File: src/rtl/bp_probe_stimulus.sv
// BytePipe-programmable pseudo-random probe generator: one Galois LFSR and
// threshold per channel, with optional odd-from-even channel pairing.
//   state | meaning
//   IDLE  | waiting for command byte (b7=1 write, b7=0 read)
//   WDATA | next upstream byte is written to the latched address
//   RRESP | read byte presented downstream until accepted
module bp_probe_stimulus #(
  parameter int         N_PROBE    = 4,
  parameter logic [7:0] RESET_SEED = 8'hA5
) (
  input  logic               i_clk,
  input  logic               i_rst,
  input  logic               i_cg,
  input  logic [7:0]         i_bp_data,
  input  logic               i_bp_valid,
  output logic               o_bp_ready,
  output logic [7:0]         o_bp_data,
  output logic               o_bp_valid,
  input  logic               i_bp_ready,
  output logic [N_PROBE-1:0] o_probe
);

  localparam logic [15:0] TAPS = 16'hB400;

  typedef enum logic [1:0] {IDLE, WDATA, RRESP} state_t;

  state_t              state;
  state_t              state_nxt;
  logic [6:0]          addr;
  logic                en;
  logic                pair;
  logic [7:0]          seed;
  logic [7:0]          thresh [N_PROBE];
  logic [15:0]         lfsr   [N_PROBE];
  logic                up_fire;
  logic                dn_fire;
  logic                wr_fire;
  logic                seed_wr;
  logic [7:0]          rd_mux;
  logic [N_PROBE:0]    probe_shl;
  logic [N_PROBE-1:0]  probe_nxt;

  function automatic logic [15:0] seed_load(input logic [7:0] s, input int ch);
    logic [15:0] v;
    v = {s, ~s} ^ 16'(ch + 1);
    if (v == 16'h0000) v = 16'h0001;
    return v;
  endfunction

  function automatic logic [15:0] lfsr_step(input logic [15:0] s);
    return s[0] ? ((s >> 1) ^ TAPS) : (s >> 1);
  endfunction

  assign up_fire = i_bp_valid && o_bp_ready && i_cg;
  assign dn_fire = o_bp_valid && i_bp_ready && i_cg;
  assign wr_fire = up_fire && (state == WDATA);
  assign seed_wr = wr_fire && (addr == 7'd1);

  always_ff @(posedge i_clk or negedge i_rst) begin
    if (!i_rst) state <= IDLE;
    else        state <= state_nxt;
  end

  always_comb begin
    state_nxt = state;
    case (state)
      IDLE:    if (up_fire) state_nxt = i_bp_data[7] ? WDATA : RRESP;
      WDATA:   if (up_fire) state_nxt = IDLE;
      RRESP:   if (dn_fire) state_nxt = IDLE;
      default: state_nxt = IDLE;
    endcase
  end

  always_comb begin
    o_bp_ready = (state != RRESP);
    o_bp_valid = (state == RRESP);
  end

  always_comb begin
    rd_mux = 8'h00;
    if (i_bp_data[6:0] == 7'd0)        rd_mux = {6'b0, pair, en};
    else if (i_bp_data[6:0] == 7'd1)   rd_mux = seed;
    else if (i_bp_data[6:0] == 7'd127) rd_mux = 8'(N_PROBE);
    for (int ch = 0; ch < N_PROBE; ch++)
      if (i_bp_data[6:0] == 7'(ch + 2)) rd_mux = thresh[ch];
  end

  // Read data is snapshotted at command accept so it cannot change while pending.
  always_ff @(posedge i_clk or negedge i_rst) begin
    if (!i_rst) begin
      addr      <= '0;
      o_bp_data <= '0;
    end else if (up_fire && state == IDLE) begin
      addr <= i_bp_data[6:0];
      if (!i_bp_data[7]) o_bp_data <= rd_mux;
    end
  end

  always_ff @(posedge i_clk or negedge i_rst) begin
    if (!i_rst) begin
      en   <= 1'b0;
      pair <= 1'b0;
      seed <= RESET_SEED;
      for (int ch = 0; ch < N_PROBE; ch++) thresh[ch] <= '0;
    end else if (wr_fire) begin
      if (addr == 7'd0) begin
        en   <= i_bp_data[0];
        pair <= i_bp_data[1];
      end
      if (addr == 7'd1) seed <= i_bp_data;
      for (int ch = 0; ch < N_PROBE; ch++)
        if (addr == 7'(ch + 2)) thresh[ch] <= i_bp_data;
    end
  end

  always_ff @(posedge i_clk or negedge i_rst) begin
    if (!i_rst) begin
      for (int ch = 0; ch < N_PROBE; ch++) lfsr[ch] <= seed_load(RESET_SEED, ch);
    end else if (seed_wr) begin
      for (int ch = 0; ch < N_PROBE; ch++) lfsr[ch] <= seed_load(i_bp_data, ch);
    end else if (i_cg && en) begin
      for (int ch = 0; ch < N_PROBE; ch++) lfsr[ch] <= lfsr_step(lfsr[ch]);
    end
  end

  // probe_shl[ch] is the previous channel's registered pulse, used for pairing.
  assign probe_shl = {o_probe, 1'b0};

  always_comb begin
    probe_nxt = '0;
    for (int ch = 0; ch < N_PROBE; ch++)
      if (en)
        probe_nxt[ch] = (pair && (ch % 2 == 1)) ? probe_shl[ch]
                                                : (lfsr[ch][7:0] < thresh[ch]);
  end

  always_ff @(posedge i_clk or negedge i_rst) begin
    if (!i_rst)    o_probe <= '0;
    else if (i_cg) o_probe <= probe_nxt;
  end

endmodule

File: config.mk
export PLATFORM = sky130hd
export DESIGN_NAME = bp_probe_stimulus
export DESIGN_NICKNAME = d
export VERILOG_FILES = /design/src/rtl/bp_probe_stimulus.sv
export SDC_FILE = /design/constraint.sdc
export NUM_CORES = 1
export LEC_CHECK = 0
export ABC_AREA = 0
export CORE_MARGIN = 8
export CORE_UTILIZATION = 61
export DETAILED_ROUTE_END_ITERATION = 8
export GPL_ROUTABILITY_DRIVEN = 0
export PLACE_DENSITY = 0.89
export SETUP_SLACK_MARGIN = 0.02
export SYNTH_ARGS = -nofsm -noshare
export SYNTH_HDL_FRONTEND = slang
export SYNTH_SLANG_ARGS = --single-unit
File: constraint.sdc
create_clock -name i_clk -period 2.6 [get_ports i_clk]
set_input_delay 0.52 -clock i_clk [delete_from_list [all_inputs] [get_ports i_clk]]
set_output_delay 0.52 -clock i_clk [all_outputs]
set_load 0.03 [all_outputs]
==> impl_metrics.prom <==
# TYPE chip_impl_metric gauge
chip_impl_metric{name="io_buffers",unit=""} 26
chip_impl_metric{name="worstPathRequired",unit="ns"} 3.05
chip_impl_info{name="tritoncts",value="yes"} 1
chip_impl_metric{name="power.density",unit="nW/µm²"} 768
chip_impl_metric{name="count_of_antenna_violating_nets_left_after_detailed_routing",unit=""} 0
chip_impl_metric{name="setup-tns-final",unit="ns"} 0
chip_impl_metric{name="max-slew-margin-rel",unit="%"} 50.8
chip_impl_metric{name="cts-buffers-inserted",unit=""} 17
chip_impl_metric{name="arrival_time_at_the_worst_endpoint",unit="ns"} 2.93
chip_impl_metric{name="drt_pre_antenna_iters",unit=""} 5
chip_impl_metric{name="route.final.wire_length",unit="mm"} 19.4
chip_impl_metric{name="ios",unit=""} 27
chip_impl_metric{name="clkSinkCount",unit=""} 127
chip_impl_metric{name="cell_area_placed",unit="µm²"} 7030
chip_impl_metric{name="worst-path-max-fanout",unit=""} 15
chip_impl_metric{name="drt-wirelength-per-cell",unit="µm"} 22.7
chip_impl_metric{name="fillers",unit=""} 579
chip_impl_metric{name="setup-violations-final",unit=""} 0
chip_impl_metric{name="leakagePower",unit="nW"} 3.54
chip_impl_metric{name="synth_top_area_share",unit="%"} 35.3
chip_impl_info{name="ctsRootBufferMaster",value="clkbuf_8"} 1
chip_impl_metric{name="seq_area",unit="µm²"} 3220
chip_impl_metric{name="clock_latency",unit="ns"} 0.54
chip_impl_info{name="synthTopCellsByCount",value="nand2_1 (125), dfrtp_1 (90), a31oi_1 (53)"} 1
chip_impl_metric{name="drive_gt1_share",unit="%"} 18.8
chip_impl_metric{name="rows",unit=""} 37
chip_impl_info{name="hold_path_class",value="register to register"} 1
chip_impl_metric{name="area_of_the_mapped_netlist",unit="µm²"} 6390
chip_impl_metric{name="design.core.area",unit="µm²"} 10200
chip_impl_metric{name="via_per_inst",unit=""} 6.74
chip_impl_metric{name="grt_pass1_wl",unit="mm"} 31.1
chip_impl_metric{name="final_nets",unit=""} 746
chip_impl_metric{name="timing_hold_violations_final",unit=""} 0
chip_impl_metric{name="die-area",unit="µm²"} 14000
chip_impl_info{name="regToRegStartpoint",value="addr[1]$_DFFE_PN0N_"} 1
chip_impl_metric{name="dieHeight",unit="µm"} 118
chip_impl_metric{name="cap_violations",unit=""} 0
chip_impl_metric{name="syn_inst",unit=""} 657
chip_impl_metric{name="gr-usage-met1",unit="%"} 33.8
chip_impl_metric{name="postLayoutCellArea",unit="µm²"} 7630
chip_impl_metric{name="gr_layer_usage_met2",unit="%"} 43.9
chip_impl_metric{name="maxSlewViolCount",unit=""} 0
chip_impl_metric{name="total_via_count_after_detailed_routing",unit=""} 5753
chip_impl_metric{name="post_layout_worst_setup_margin",unit="ns"} 0.125
chip_impl_metric{name="yosysWarningCount",unit=""} 0
chip_impl_metric{name="grt_overflow",unit=""} 0
chip_impl_info{name="min-delay-start",value="seed[3]$_DFFE_PN0P_"} 1
chip_impl_metric{name="finClkSkew",unit="ns"} 0.0102
chip_impl_metric{name="place_worst_setup_slack",unit="ns"} 0.0459
chip_impl_metric{name="grt_antenna_before_repair",unit=""} 0
chip_impl_metric{name="flow.area_growth_from_synthesis",unit="%"} 19.4
chip_impl_metric{name="cts_htree_levels",unit=""} 4
chip_impl_info{name="timing_worst_setup_path_type",value="register to register"} 1
chip_impl_metric{name="slew_of_the_pin_with_the_lowest_slew_margin",unit="ns"} 0.731
chip_impl_metric{name="cts.repair_timing.setup_buffer_count",unit=""} 0
chip_impl_metric{name="hpwlAfterDp",unit="mm"} 12.2
chip_impl_info{name="synth_most_common_cell",value="nand2_1"} 1
chip_impl_metric{name="clockBufferDepth",unit=""} 2
chip_impl_info{name="grt_setup_unrepaired",value="false"} 1
chip_impl_metric{name="grt.met3_usage",unit="%"} 9.28
chip_impl_info{name="critical_path.startpoint_type",value="register"} 1
chip_impl_info{name="synth_top_cell_by_area",value="dfrtp_1"} 1
chip_impl_metric{name="grt_pass1_vias",unit=""} 5792
chip_impl_metric{name="post_synth.cell_area_avg",unit="µm²"} 9.72
chip_impl_metric{name="timing.hold.worst_path_depth",unit=""} 1
chip_impl_metric{name="ys_seq_elements",unit=""} 127
chip_impl_metric{name="finalWorstPathRequiredPeriod",unit="ns"} 2.48
chip_impl_info{name="grt-busiest-layer",value="met2"} 1
chip_impl_metric{name="postLayoutCoreUtil",unit="%"} 74.5
chip_impl_info{name="run_status",value="complete, no violations"} 1
chip_impl_metric{name="postSynthNetCount",unit=""} 698
chip_impl_metric{name="floorplan.initialDensity",unit="%"} 62.4
chip_impl_metric{name="antenna-diode-count",unit=""} 0
chip_impl_metric{name="max_clock_freq",unit="GHz"} 0.404
chip_impl_metric{name="tot_pwr",unit="mW"} 5.85
chip_impl_metric{name="share_of_the_yosys_chip_area_belonging_to_registers",unit="%"} 50.5
chip_impl_metric{name="vdd.ir_drop.worst",unit="µV"} 423
chip_impl_metric{name="post-route-period-util",unit="%"} 95.2
chip_impl_info{name="crit_start",value="addr[1]$_DFFE_PN0N_"} 1
chip_impl_metric{name="synth_async_sr_flop_share",unit="%"} 100
chip_impl_info{name="critPathCaptureType",value="register"} 1
chip_impl_info{name="dominantRegCellSynth",value="dfrtp_1"} 1
chip_impl_info{name="ys_top_cells_by_area",value="dfrtp_1 (35%), dfstp_2 (15%), nand2_1 (7.3%)"} 1
chip_impl_metric{name="number_of_synthesized_flops_with_an_enable_pin",unit=""} 0
chip_impl_metric{name="groute.usage.overall",unit="%"} 28.2
chip_impl_metric{name="r2r.worst_path.cells",unit=""} 5
chip_impl_metric{name="remaining_drc_errors",unit=""} 0
chip_impl_metric{name="detail_route.iter0.violations",unit=""} 835
chip_impl_metric{name="path_clk_slew",unit="ns"} 0.06
chip_impl_metric{name="multi_input_comb_area",unit="µm²"} 2850
chip_impl_metric{name="grt_max_degree",unit=""} 61
chip_impl_metric{name="die_w",unit="µm"} 118
chip_impl_metric{name="number_of_unique_standard_cell_types_used_by_synthesis",unit=""} 49
[per-stage QoR]
| step | hold WS (ns) | instances |
|---|---|---|
| after detailed placement | 0.463 | 821 |
| after floorplan | 0.224 | 657 |
| final | 0.481 | 854 |
| after global routing | 0.485 | 854 |
| after CTS | 0.478 | 854 |
| after global placement | 0.458 | 821 |
[state kept, by name, indices dropped and copies added, names as in the netlist]
signal,cells
o_probe,4
seed,8
addr,7
en,1
pair,1
thresh,32
state,2
o_bp_data,8
lfsr,64
[repair_timing]
action	4_1_cts	5_1_grt
resized for setup	0	0
hold endpoints to repair	32	0
hold buffers	1	0
[placed cells by master, fill, tap and decap left out, types with 8 or more instances in the layout]
cell | Yosys | routed
buf_4 | 0 | 40
nand2b_1 | 8 | 8
nor3_1 | 18 | 18
a31oi_1 | 53 | 53
xnor2_1 | 12 | 12
clkdlybuf4s50_1 | 0 | 25
nand2_1 | 125 | 124
clkbuf_16 | 0 | 16
a21o_1 | 10 | 10
nor2_1 | 20 | 20
o21ai_0 | 31 | 31
ha_1 | 28 | 28
mux2i_1 | 31 | 31
nand3_1 | 12 | 12
a21oi_1 | 28 | 28
inv_1 | 40 | 40
dfstp_2 | 37 | 37
mux2_2 | 15 | 15
dfrtp_1 | 90 | 90
[layer usage]
layer  part of all wire [%]  wire [µm]
met4                    5.5       1070
met5                      0          0
met1                     37       7220
met3                     11       2140
met2                     46       8970
[cell type report]
class,count,share of cell area [%]
Clock buffer,22,6.20
Clock inverter,10,1.44
Inverter,42,2.07
Multi-Input combinational cell,447,37.4
Sequential cell,127,42.3
Tap cell,136,2.23
Timing Repair Buffer,70,8.40
[worst max-delay path: stages, from the launching register on]
cell,delay (ns)
dfrtp_1,0.46
nor4_1,0.64
nand2_1,0.52
nor2_2,0.27
buf_4,0.23
mux2i_1,0.25
[cell families (layout without fill, tap and decap cells)]
logic type | after synthesis | count (layout) | share of synthesized area (%)
fa+ha+maj | 28 | 28 | 5.48
buf+inv | 83 | 144 | 5.03
simple gates | 210 | 210 | 15.0
flops | 127 | 127 | 50.5
compound gates | 150 | 150 | 14.6
mux | 47 | 47 | 7.74
xor+xnor | 12 | 12 | 1.65
[where the power goes]
group / internal, mW / switching [mW]
combinational: 0.394 / 0.513
sequential: 2.32 / 0.276
clock: 1.46 / 0.890
total: 4.18 / 1.68
[worst paths after layout]
check | to | slack, ns
max reg2reg | thresh[5]$_DFFE_PN0P_ | 0.12
max in group asynchronous | seed[7]$_DFFE_PN1P_ | 1.36
min | seed[3]$_DFFE_PN0P_ | 0.48
min reg2reg | seed[3]$_DFFE_PN0P_ | 0.48
min in group asynchronous | state[0]$_DFFE_PN0P_ | 0.50
max | thresh[5]$_DFFE_PN0P_ | 0.12
Power figures use the tool's default switching activity.
